**config.mk**
```make
export PLATFORM = sky130hd
export DESIGN_NAME = sd_cmd_tx_ctrl
export DESIGN_NICKNAME = d
export VERILOG_FILES = /design/src/rtl/sd_cmd_pkg.sv /design/src/rtl/crc7_lfsr.sv /design/src/rtl/sd_cmd_tx_ctrl.sv
export SDC_FILE = /design/constraint.sdc
export NUM_CORES = 1
export LEC_CHECK = 0
export BUFFER_PORTS_ARGS = -buffer_cell sky130_fd_sc_hd__clkbuf_2
export CAP_MARGIN = 20
export CORE_MARGIN = 2
export CORE_UTILIZATION = 30
export CTS_CLUSTER_SIZE = 28
export DETAILED_ROUTE_END_ITERATION = 8
export PLACE_DENSITY = 0.55
export SKIP_LAST_GASP = 1
export SYNTH_ARGS = -nofsm -noshare
export SYNTH_HDL_FRONTEND = slang
export SYNTH_HIERARCHICAL = 1
export SYNTH_SLANG_ARGS = --single-unit
```
**constraint.sdc**
```tcl
create_clock -name clk -period 2.84 [get_ports clk]
set_clock_uncertainty 0.1 [all_clocks]
set_input_delay 0.142 -clock clk [delete_from_list [all_inputs] [get_ports clk]]
set_output_delay 0.142 -clock clk [all_outputs]
set_load 0.1 [all_outputs]
```
**src/rtl/sd_cmd_pkg.sv**
```systemverilog
// Shared types and constants for the SD/MMC command-line transmitter.
package sd_cmd_pkg;

  typedef enum logic [2:0] {
    IDLE,
    HEAD,
    CRC,
    END,
    GAP
  } state_t;

  localparam int unsigned HDR_BITS   = 40;
  localparam int unsigned CRC_BITS   = 7;
  localparam int unsigned FRAME_BITS = 48;

  localparam logic [CRC_BITS-1:0] CRC7_POLY = 7'h09;

  // One serial CRC-7 step (x^7 + x^3 + 1) for input bit d.
  function automatic logic [CRC_BITS-1:0] crc7_step(input logic [CRC_BITS-1:0] c, input logic d);
    logic inv;
    inv = d ^ c[CRC_BITS-1];
    return {c[CRC_BITS-2:0], 1'b0} ^ (inv ? CRC7_POLY : '0);
  endfunction

endpackage

```
**src/rtl/crc7_lfsr.sv**
```systemverilog
// Serial CRC-7 engine with synchronous clear; holds its value when en is low.
module crc7_lfsr
  import sd_cmd_pkg::*;
(
  input  logic                clk,
  input  logic                rst,
  input  logic                clr,
  input  logic                en,
  input  logic                d,
  output logic [CRC_BITS-1:0] crc
);

  always_ff @(posedge clk or posedge rst) begin
    if (rst) begin
      crc <= '0;
    end else if (clr) begin
      crc <= '0;
    end else if (en) begin
      crc <= crc7_step(crc, d);
    end
  end

endmodule

```
**src/rtl/sd_cmd_tx_ctrl.sv**
```systemverilog
// SD/MMC CMD-line transmitter: serialises start/dir/index/arg, CRC-7 and end bit,
// then holds the line released for GAP_BITS strobes before accepting the next command.
module sd_cmd_tx_ctrl
  import sd_cmd_pkg::*;
#(
  parameter int unsigned GAP_BITS = 8
) (
  input  logic                clk,
  input  logic                rst,
  input  logic                bit_en,
  input  logic                cmd_valid,
  output logic                cmd_ready,
  input  logic [5:0]          cmd_index,
  input  logic [31:0]         cmd_arg,
  input  logic                abort,
  output logic                sd_cmd_o,
  output logic                sd_cmd_oe,
  output logic                done,
  output logic [CRC_BITS-1:0] crc_o
);

  localparam logic [5:0] HDR_LAST = 6'(HDR_BITS - 1);
  localparam logic [5:0] CRC_LAST = 6'(CRC_BITS - 1);
  localparam logic [5:0] GAP_LIM  = 6'(GAP_BITS);

  state_t                state;
  logic [HDR_BITS-1:0]   hdr_sr;
  logic [5:0]            bit_cnt;
  logic [5:0]            gap_cnt;
  logic [5:0]            gap_nxt;
  logic [2:0]            crc_idx;
  logic                  crc_clr;
  logic                  crc_en;
  logic                  in_frame;
  logic [CRC_BITS-1:0]   crc;

  always_comb begin
    in_frame = (state == HEAD) || (state == CRC) || (state == END);
    crc_clr  = (state == IDLE) && cmd_valid && cmd_ready;
    crc_en   = (state == HEAD) && bit_en && !abort;
    gap_nxt  = gap_cnt + 6'd1;
    crc_idx  = 3'd6 - bit_cnt[2:0];
  end

  crc7_lfsr u_crc7 (
    .clk (clk),
    .rst (rst),
    .clr (crc_clr),
    .en  (crc_en),
    .d   (hdr_sr[HDR_BITS-1]),
    .crc (crc)
  );

  always_ff @(posedge clk or posedge rst) begin
    if (rst) begin
      state     <= IDLE;
      hdr_sr    <= '0;
      bit_cnt   <= '0;
      gap_cnt   <= '0;
      cmd_ready <= 1'b0;
      sd_cmd_o  <= 1'b1;
      sd_cmd_oe <= 1'b0;
      done      <= 1'b0;
      crc_o     <= '0;
    end else begin
      done <= 1'b0;
      // abort outranks a coincident strobe and suppresses the done pulse
      if (abort && in_frame) begin
        state     <= GAP;
        sd_cmd_o  <= 1'b1;
        sd_cmd_oe <= 1'b0;
        bit_cnt   <= '0;
        gap_cnt   <= '0;
      end else begin
        unique case (state)
          IDLE: begin
            cmd_ready <= 1'b1;
            if (cmd_valid && cmd_ready) begin
              hdr_sr    <= {1'b0, 1'b1, cmd_index, cmd_arg};
              bit_cnt   <= '0;
              cmd_ready <= 1'b0;
              state     <= HEAD;
            end
          end
          HEAD: if (bit_en) begin
            sd_cmd_o  <= hdr_sr[HDR_BITS-1];
            sd_cmd_oe <= 1'b1;
            hdr_sr    <= {hdr_sr[HDR_BITS-2:0], 1'b0};
            if (bit_cnt == HDR_LAST) begin
              // capture the final CRC in the same edge the engine absorbs the last bit
              crc_o   <= crc7_step(crc, hdr_sr[HDR_BITS-1]);
              bit_cnt <= '0;
              state   <= CRC;
            end else begin
              bit_cnt <= bit_cnt + 6'd1;
            end
          end
          CRC: if (bit_en) begin
            sd_cmd_o <= crc[crc_idx];
            if (bit_cnt == CRC_LAST) begin
              bit_cnt <= '0;
              state   <= END;
            end else begin
              bit_cnt <= bit_cnt + 6'd1;
            end
          end
          END: if (bit_en) begin
            sd_cmd_o <= 1'b1;
            done     <= 1'b1;
            gap_cnt  <= '0;
            state    <= GAP;
          end
          GAP: if (bit_en) begin
            sd_cmd_o  <= 1'b1;
            sd_cmd_oe <= 1'b0;
            gap_cnt   <= gap_nxt;
            if (gap_nxt == GAP_LIM) begin
              gap_cnt   <= '0;
              cmd_ready <= 1'b1;
              state     <= IDLE;
            end
          end
          default: state <= IDLE;
        endcase
      end
    end
  end

endmodule

```
==> results.sh, run 1 <==
export IMPL_floorplan_initialDensity_pct=30.7
export IMPL_post_cts_buffers=0
export IMPL_hpwl_microns=5460
export IMPL_multi_input_area_sq_um=1710
export IMPL_cts_root_buf="clkbuf_16"
export IMPL_stdcell_count=571
export IMPL_grtUsageTotal_pct=12.4
export IMPL_viasPerCell=4.92
export IMPL_final_setup_worst_slack_ns=0.633
export IMPL_antenna_cells=0
export IMPL_portBuffers=53
export IMPL_place_inst=554
export IMPL_status="completed"
export IMPL_drcViolationCount=0
export IMPL_power_density_nw_per_um2=1050
export IMPL_clk_latency_ns=0.32
export IMPL_cts_made_buffers=9
export IMPL_cp_start_kind="flip-flop"
export IMPL_ys_seq_elements=73
export IMPL_die_w_microns=115
export IMPL_synth_top_cell_by_area="dfrtp_1"
export IMPL_holdBufCountCts=1
export IMPL_clk_pin_slew_ns=0.06
export IMPL_yosysTopAreaCellShare_pct=48.8
export IMPL_antenna_found_initial=0
export IMPL_syn_cell_area_sq_um=3690
export IMPL_setup_viol=0
export IMPL_power_switching_uw=1780
export IMPL_cts_tree="done"
export IMPL_wl_per_cell_microns=13.4
export IMPL_syn_nets=416
export IMPL_grt_start_max_net_pins=39
export IMPL_synth_yosys_seq_area_share_pct=49.6
export IMPL_n_fill_cell=1205
export IMPL_grt_pass1_wl_microns=12900
export IMPL_layout_commonest_cell="dfrtp_1"
export IMPL_yosysUniqueCellTypes=50
export IMPL_via_count=2810
export IMPL_clock_fmax_mhz=453
export IMPL_clockBufferDepth=2
export IMPL_syn2layout_area_growth_pct=20.6
export IMPL_io_pins=54
export IMPL_arrival_ns=2.35
export IMPL_intPower_uw=2910
export IMPL_rsz0062_at_grt="no"
export IMPL_max_slew_margin_pct=57.5
export IMPL_avgSynthCellArea_sq_um=9.97
export IMPL_gp_congestion=0.880
export IMPL_min_path_type="input port to flip-flop"
export IMPL_min_period_ns=2.21
export IMPL_clockPowerShare_pct=24.6
export IMPL_p_comb_share_pct=38.8
export IMPL_dp_slack_ns=0.638
export IMPL_p_seq_share_pct=36.6
export IMPL_hold_viol=0
export IMPL_crit_path_end_kind="flip-flop"
export IMPL_htreeDepth=3
export IMPL_vdd_drop_max_mv=0.438
export IMPL_synthTopCellsByArea="dfrtp_1, mux2i_1, a21oi_1"
export IMPL_synth_edf_count=0
export IMPL_register_area_sq_um=1830
export IMPL_placement_rows=40
export IMPL_drt_pass1_iterations=4
export IMPL_cts_sinks=73
export IMPL_crit_path_max_fanout=36
export IMPL_totalWireLength_microns=7640
export IMPL_tightest_slew_ns=0.637
export IMPL_first_global_vias=2668
export IMPL_overflow=0
export IMPL_async_flop_share_pct=100
export IMPL_ant_nets=0
export IMPL_tns_ns=0
export IMPL_die_h_microns=115
export IMPL_period_share_pct=77.7
export IMPL_yosys_warnings=6
export IMPL_post_cts_resized=0
export IMPL_crit_type="flip-flop to flip-flop"
export IMPL_cp_required_ns=2.98
export IMPL_p_leak_uw=0.00195
export IMPL_final_nets=465
export IMPL_final_layout_size_suffix_gt1_share_pct=21.7
export IMPL_drv_cap=0
export IMPL_die_area_sq_um=13200
export IMPL_syn_instance_count=370
export IMPL_synthFlopType="dfrtp_1"
export IMPL_netSwitchingFraction_pct=37.9
export IMPL_coreArea_sq_um=12000
export IMPL_drt_iter0_drc=126
export IMPL_layout_common_cells="dfrtp_1, nor2_1, clkbuf_2"
export IMPL_slew_violations=0
## cell families (layout without fill, tap and decap cells)
| logic type | after synthesis | after routing | synth area share, % |
|---|---|---|---|
| and+or+nand+nor | 109 | 109 | 13.8 |
| xor gates and xnor gates | 5 | 5 | 1.19 |
| AOI/OAI and AO/OA | 94 | 94 | 15.2 |
| DFF | 73 | 73 | 49.6 |
| muxes | 52 | 52 | 14.7 |
| buffers and inverters | 33 | 87 | 4.27 |
| adders and majority gates | 4 | 4 | 1.29 |
## Yosys cell counts, types with 2 or more instances
library cell,instances
xor2_1,2
nor3_2,2
nand3_1,11
nand2_1,16
buf_2,12
nor3_1,4
a21oi_1,46
mux2_2,6
nor2_1,57
and3_1,4
a21boi_0,2
o211ai_1,5
clkbuf_1,4
nor2b_1,3
a211oi_1,2
mux2i_1,45
o21ai_0,17
dfrtp_1,72
nand4b_1,2
o31ai_1,2
inv_1,12
a31oi_1,3
a2111oi_0,2
a22o_1,2
xnor2_1,3
buf_4,3
nand2b_1,3
o21ai_1,3
o22ai_1,2
ha_1,3
## stage by stage
step	cell area, sq um	hold slack, ns	power, uW	util (%)
finish	4450	0.0154	4690	37.0
global route	4450	0.0132	5080	37.0
CTS	4450	0.00537	4760	37.0
detailed placement	4120	-0.00237	3560	34.3
global placement	4120	-0.00892	3520	34.3
floorplan	3690	-0.155	3160	-
## critical path, stage by stage, from the launching register on
cell      delay, ns
dfrtp_1        0.59
nor2_1         0.39
nand3_1        0.21
nand2b_2       0.40
buf_12         0.25
nor2_1         0.06
a21oi_1        0.12
## power groups by stage
stage                     combinational, uW  sequential, uW  clock, uW
after floorplan                        1420            1740          0
after global placement                 1800            1720          0
after detailed placement               1830            1730          0
after CTS                              1840            1720       1200
after global routing                   2050            1780       1250
final                                  1820            1720       1150
## path summary, 6_finish.rpt
check / startpoint / to / slack, ns / cells past startpoint
min reg2reg: gap_cnt[5] / gap_cnt[5] / 0.39 / 1
max in group asynchronous: rst / sd_cmd_o / 1.61 / 4
max: state[2] / hdr_sr[33] / 0.63 / 6
min in group asynchronous: rst / u_crc7/crc[0] / 0.21 / 3
max reg2reg: state[2] / hdr_sr[33] / 0.63 / 6
min: cmd_arg[6] / hdr_sr[6] / 0.02 / 3
## registers in the layout, summed over array words and instances, names as in the netlist
signal	count
u_crc7/crc	7
sd_cmd_oe	1
cmd_ready	1
gap_cnt	6
crc_o	7
state	3
done	1
bit_cnt	6
hdr_sr	40
sd_cmd_o	1
## per-layer routing
metal  vias up  routed length [microns]  part of all wire [%]  GRT usage [%]
li1       1422                        -                     -              -
met5         -                        0                     0              0
met4         0                       81                   1.1           4.50
met3         4                      219                   2.9           3.11
met2        53                     3710                    49           20.1
met1      1331                     3630                    48           16.1
## final cells by class
cell class | instances | share of cell area [%]
sequential | 73 | 41.1
multi-input combinational | 264 | 38.5
timing repair buffer | 59 | 8.16
clock buffer | 12 | 5.99
tap | 147 | 4.13
clock inverter | 4 | 1.12
inverter | 12 | 1.01
No activity file was read; power rests on OpenSTA's default activity.
==> inputs of run 2 (changes only) <==
==> constraint.sdc (replaced) <==
create_clock -name clk -period 2.1 [get_ports clk]
set_clock_uncertainty 0.1 [all_clocks]
set_input_delay 0.105 -clock clk [delete_from_list [all_inputs] [get_ports clk]]
set_output_delay 0.105 -clock clk [all_outputs]
set_load 0.1 [all_outputs]
==> run 2 against run 1 <==
Effect of this change: sequential power rose by 34%; highest routed layer unchanged; critical path depth is 1 higher; die area did not move; critical path type unchanged; worst setup slack lost 0.56 ns; sequential cell count stayed put; design area grew 9.7%; core utilization increased by 3.6 points; non-clock buffer count increased by 48.
==> results.sh, run 2 (synthesis results as in run 1) <==
export IMPL_placement_rows=40
export IMPL_multi_input_area_sq_um=1720
export IMPL_n_fill_cell=1202
export IMPL_via_count=2958
export IMPL_cts_tree="done"
export IMPL_drt_iter0_drc=155
export IMPL_first_global_vias=2782
export IMPL_arrival_ns=2.19
export IMPL_clk_pin_slew_ns=0.06
export IMPL_vdd_drop_max_mv=0.506
export IMPL_drt_pass1_iterations=4
export IMPL_cp_start_kind="flip-flop"
export IMPL_ant_nets=0
export IMPL_final_nets=513
export IMPL_die_h_microns=115
export IMPL_die_area_sq_um=13200
export IMPL_power_density_nw_per_um2=1320
export IMPL_clockBufferDepth=2
export IMPL_period_share_pct=96.6
export IMPL_hold_start="cmd_arg[21]"
export IMPL_largest_register_ffs=40
export IMPL_crit_path_end_kind="flip-flop"
export IMPL_hold_depth=3
export IMPL_min_period_ns=2.03
export IMPL_crit_path_max_fanout=4
export IMPL_layout_commonest_cell="dfrtp_1"
export IMPL_hpwl_microns=5460
export IMPL_coreArea_sq_um=12000
export IMPL_antenna_found_initial=0
export IMPL_rsz0062_at_grt="yes"
export IMPL_portBuffers=53
export IMPL_slew_violations=0
export IMPL_largestRegisters="hdr_sr x40, crc_o x7, u_crc7/crc x7"
export IMPL_die_w_microns=115
export IMPL_antenna_cells=0
export IMPL_register_area_sq_um=1830
export IMPL_slowest_stage="or4_1"
export IMPL_holdPathEnd="hdr_sr[21]"
export IMPL_hold_viol=0
export IMPL_status="completed"
export IMPL_drcViolationCount=0
export IMPL_io_pins=54
export IMPL_layout_common_cells="dfrtp_1, nor2_1, clkbuf_2"
export IMPL_reg2reg_from="bit_cnt[0]"
export IMPL_cp_required_ns=2.26
export IMPL_final_layout_size_suffix_gt1_share_pct=22.9
export IMPL_crit_type="flip-flop to flip-flop"
export IMPL_grt_start_max_net_pins=79
export IMPL_cts_root_buf="clkbuf_16"
export IMPL_tightest_slew_ns=0.601
export IMPL_max_slew_margin_pct=59.9
export IMPL_worst_r2r_cell_count=7
export IMPL_htreeDepth=3
export IMPL_r2r_end="bit_cnt[4]"
export IMPL_overflow=0
export IMPL_p_leak_uw=0.00215
export IMPL_grt_pass1_wl_microns=13600
export IMPL_hold_slack_ns=0.0302
export IMPL_finalPower_uw=6460
export IMPL_largest_register="hdr_sr"
export IMPL_gp_congestion=0.850
export IMPL_setup_viol=0
export IMPL_cts_made_buffers=9
export IMPL_min_path_type="input port to flip-flop"
export IMPL_wl_per_cell_microns=12.9
export IMPL_stdcell_count=619
export IMPL_cp_cell_sequence="inv_2 -> ha_1 -> nor2b_1 -> a2111o_1 -> a21boi_4 -> or4_1 -> o21ai_1"
export IMPL_clock_fmax_mhz=493
export IMPL_totalWireLength_microns=8020
export IMPL_viasPerCell=4.78
export IMPL_clk_latency_ns=0.33
export IMPL_place_inst=563
export IMPL_floorplan_initialDensity_pct=30.7
export IMPL_drv_cap=0
export IMPL_syn2layout_area_growth_pct=32.3
export IMPL_cts_sinks=73
export IMPL_grtUsageTotal_pct=13.0
export IMPL_r2r_slack_ns=0.07
export IMPL_max_stage_delay_ns=0.47
-- run 2: cell types whose count changed in the layout (fill, tap and decap cells not counted), moves of 2 or more --
cell           change
buf_4             +12
clkbuf_8           -3
clkinv_2           +2
dfrtp_1            -2
dfrtp_2            +2
dlygate4sd3_1     +37
-- run 2: metrics by stage --
| step | util (%) | setup TNS [ns] | setup WS [ns] | area (sq um) |
|---|---|---|---|---|
| 2_1_floorplan | - | 0 | 0.0395 | 3690 |
| 3_3_place_gp | 34.8 | 0 | 0.0822 | 4180 |
| 3_5_place_dp | 34.8 | 0 | 0.0292 | 4180 |
| 4_1_cts | 40.4 | 0 | 0.0175 | 4850 |
| 5_1_grt | 40.6 | -0.134 | -0.0917 | 4880 |
| 6_report | 40.6 | 0 | 0.0719 | 4880 |
-- run 2: how the worst max path moves through the flow --
stage / startpoint / endpoint / depth (start not counted)
6_report: bit_cnt[0] / bit_cnt[4] / 7
5_1_grt: bit_cnt[0] / state[1] / 6
4_1_cts: bit_cnt[0] / bit_cnt[4] / 7
3_5_place_dp: bit_cnt[1] / bit_cnt[4] / 6
3_3_place_gp: bit_cnt[1] / bit_cnt[4] / 6
2_1_floorplan: bit_cnt[0] / bit_cnt[4] / 7
-- run 2: cell type report --
class / count / share of cell area, %
Tap cell: 147 / 3.77
Clock inverter: 7 / 1.41
Clock buffer: 9 / 4.62
Multi-Input combinational cell: 264 / 35.3
Inverter: 12 / 0.923
Timing Repair Buffer: 107 / 16.5
Sequential cell: 73 / 37.5
-- run 2: per-layer routing --
metal,part of all wire (%),track usage [%],vias up
li1,-,-,1515
met1,48,18.0,1374
met2,47,19.7,57
met3,3.1,1.95,12
met4,1.9,6.99,0
met5,0,0,-
-- run 2: power by group --
part	switching [uW]	internal, uW
Clock	592	916
Sequential	393	1920
Combinational	1510	1130
Total	2490	3970
-- run 2: what timing repair did --
action                                  CTS  global route
gates resized for setup                   0             5
buffers inserted                          0             2
endpoints found under the hold margin    68             0
endpoints found under the setup margin    0             7
hold buffers                             38             0
-- run 2: critical path, delay by kind of cell (launching register included) --
kind / cells / cell delay, ns
AO/OA/AOI/OAI: 3 / 0.65
adder cells (fa/ha/maj): 1 / 0.19
buffers and inverters: 1 / 0.05
flip-flops: 1 / 0.37
AND/OR/NAND/NOR: 2 / 0.60
==> inputs of run 3 (changes only) <==
--- a/config.mk
+++ b/config.mk
@@ -5,9 +5,10 @@
 export SDC_FILE = /design/constraint.sdc
 export NUM_CORES = 1
 export LEC_CHECK = 0
+export ABC_AREA = 1
 export BUFFER_PORTS_ARGS = -buffer_cell sky130_fd_sc_hd__clkbuf_2
 export CAP_MARGIN = 20
-export CORE_MARGIN = 2
+export CORE_MARGIN = 3
 export CORE_UTILIZATION = 30
 export CTS_CLUSTER_SIZE = 28
 export DETAILED_ROUTE_END_ITERATION = 8
==> run 3 against run 2 <==
Effect of this change: via count is 13% higher; final cell count up 18%; register-to-register slack improved by 0.14 ns; die area increased by 5.5%; worst setup slack better by 0.14 ns; core utilization down 0.46 points; critical endpoint is now state[1]; largest cell class unchanged.
==> results.sh, run 3 <==
export IMPL_wl_per_cell_microns=12.0
export IMPL_grtUsageMet2_pct=21.0
export IMPL_post_cts_resized=0
export IMPL_clk_latency_ns=0.33
export IMPL_gr_usage_met3_pct=3.75
export IMPL_htreeDepth=3
export IMPL_grt_pass1_wl_microns=15300
export IMPL_drcViolationCount=0
export IMPL_die_area_sq_um=13900
export IMPL_portBuffers=53
export IMPL_final_nets=603
export IMPL_final_layout_size_suffix_gt1_share_pct=16.8
export IMPL_power_density_nw_per_um2=1280
export IMPL_clk_pin_slew_ns=0.06
export IMPL_fin_util_pct=40.2
export IMPL_largest_register="hdr_sr"
export IMPL_cts_sinks=73
export IMPL_critPathLaunch="bit_cnt[0]"
export IMPL_grt_start_max_net_pins=75
export IMPL_floorplan_initialDensity_pct=30.9
export IMPL_first_global_vias=3309
export IMPL_overflow=0
export IMPL_max_slew_margin_pct=63.5
export IMPL_largestRegisters="hdr_sr x40, crc_o x7, u_crc7/crc x7"
export IMPL_status="completed"
export IMPL_drt_pass1_iterations=4
export IMPL_drv_cap=0
export IMPL_synth_yosys_seq_area_share_pct=48.6
export IMPL_synth_most_common_cell="nand2_1"
export IMPL_crit_path_end_kind="flip-flop"
export IMPL_hold_slack_ns=0.0152
export IMPL_hold_viol=0
export IMPL_crit_type="flip-flop to flip-flop"
export IMPL_yosysTopAreaCellShare_pct=47.9
export IMPL_vdd_drop_max_mv=0.558
export IMPL_clock_fmax_mhz=530
export IMPL_met1_usage_pct=18.0
export IMPL_netlist_top_cells_count="nand2_1, dfrtp_1, inv_1"
export IMPL_cp_required_ns=2.22
export IMPL_largest_register_ffs=40
export IMPL_busiest_layer="met2"
export IMPL_yosys_warnings=6
export IMPL_layout_common_cells="nand2_1, dfrtp_1, inv_1"
export IMPL_cts_made_buffers=9
export IMPL_avgSynthCellArea_sq_um=8.08
export IMPL_min_period_ns=1.89
export IMPL_ys_seq_elements=73
export IMPL_hpwl_microns=6160
export IMPL_totalWireLength_microns=8720
export IMPL_synthFlopType="dfrtp_1"
export IMPL_rsz0062_at_grt="no"
export IMPL_die_h_microns=118
export IMPL_slew_violations=0
export IMPL_syn_nets=512
export IMPL_n_fill_cell=1222
export IMPL_yosysUniqueCellTypes=34
export IMPL_die_w_microns=118
export IMPL_period_share_pct=89.9
export IMPL_cts_root_buf="clkbuf_16"
export IMPL_reg2reg_from="bit_cnt[0]"
export IMPL_gp_congestion=0.861
export IMPL_antenna_cells=0
export IMPL_crit_path_max_fanout=9
export IMPL_tns_ns=0
export IMPL_syn2layout_area_growth_pct=29.8
export IMPL_synth_edf_count=0
export IMPL_layout_commonest_cell="nand2_1"
export IMPL_synthTopCellsByArea="dfrtp_1, nand2_1, o211ai_1"
export IMPL_drt_iter0_drc=134
export IMPL_viasPerCell=4.57
export IMPL_multi_input_area_sq_um=1550
export IMPL_p_leak_uw=0.00229
export IMPL_cts_tree="done"
export IMPL_io_pins=54
export IMPL_grtUsageTotal_pct=13.4
export IMPL_cp_start_kind="flip-flop"
export IMPL_syn_instance_count=466
export IMPL_hold_start="cmd_index[4]"
export IMPL_tightest_slew_ns=0.550
export IMPL_coreArea_sq_um=12200
export IMPL_clockBufferDepth=2
export IMPL_ant_nets=0
export IMPL_synth_top_cell_by_area="dfrtp_1"
export IMPL_setup_viol=0
export IMPL_via_count=3334
export IMPL_antenna_found_initial=0
export IMPL_async_flop_share_pct=100
export IMPL_syn_cell_area_sq_um=3760
export IMPL_arrival_ns=2.01
export IMPL_register_area_sq_um=1830
export IMPL_placement_rows=40
export IMPL_min_path_type="input port to flip-flop"
==> run 3: changes by cell type in the layout (fill, tap and decap cells not counted), sizes merged, moves of 31 or more <==
cell and delta:
nand2 +92, a21oi -37, o211ai +32, nor2 -31
o21ai +37, mux2i -45, inv +62
==> run 3: power by group <==
group          internal, uW  switching [uW]  total (uW)
registers              1930             252        2180
logic                   812            1730        2540
clock network           948             590        1540
total                  3690            2570        6260
==> run 3: area by class of cell <==
type                    instances  share of cell area, %
clock buffers                  11                   4.97
clock inverters                 4                   1.10
inverters                      76                   5.84
multi-input cells             300                   31.7
flip-flops and latches         73                   37.4
well taps                     168                   4.30
repair buffers                 97                   14.7
==> run 3: timing repair <==
action,CTS,global route
hold buffers,38,0
hold endpoints to repair,64,0
buffers inserted,0,0
==> run 3: kinds of logic (layout without fill, tap and decap cells) <==
group	after synthesis	count (layout)	share of synthesized area, %
buf+inv	93	188	10.3
compound gates	111	111	18.0
simple gates	182	182	21.2
xor+xnor	4	4	0.931
flops	73	73	48.6
fa+ha+maj	3	3	0.997
==> run 3: per-layer routing <==
layer | share of wire [%] | wire length (microns)
met1 | 49 | 4280
met2 | 45 | 3960
met3 | 4.3 | 377
met4 | 1.2 | 101
met5 | 0 | 0
==> run 3: worst paths after layout <==
check	endpoint	slack, ns	depth (start not counted)
setup / recovery	state[1]	0.21	8
hold / removal	hdr_sr[36]	0.02	3
setup reg to reg	state[1]	0.21	8
hold reg to reg	crc_o[1]	0.37	2
max in group asynchronous	hdr_sr[14]	0.97	4
min in group asynchronous	u_crc7/crc[5]	0.14	3
==> run 3: critical path: stages, from the launching register on <==
cell and delay, ns:
dfrtp_1 0.48, ha_1 0.26, nand2_1 0.11, nor2_4 0.24, o21ai_2 0.14, nor2_2 0.19, nand2_1 0.12, nand2_1 0.08
nand2_1 0.05
==> run 3: stage by stage <==
step                      std cells  cell area (sq um)  setup slack (ns)  power (uW)
after floorplan                 466               3760            0.0139        4200
after global placement          676               4210             0.256        4630
after detailed placement        676               4210             0.210        4700
after CTS                       729               4880             0.197        6340
after global routing            729               4880            0.0322        6820
final                           729               4880             0.213        6260
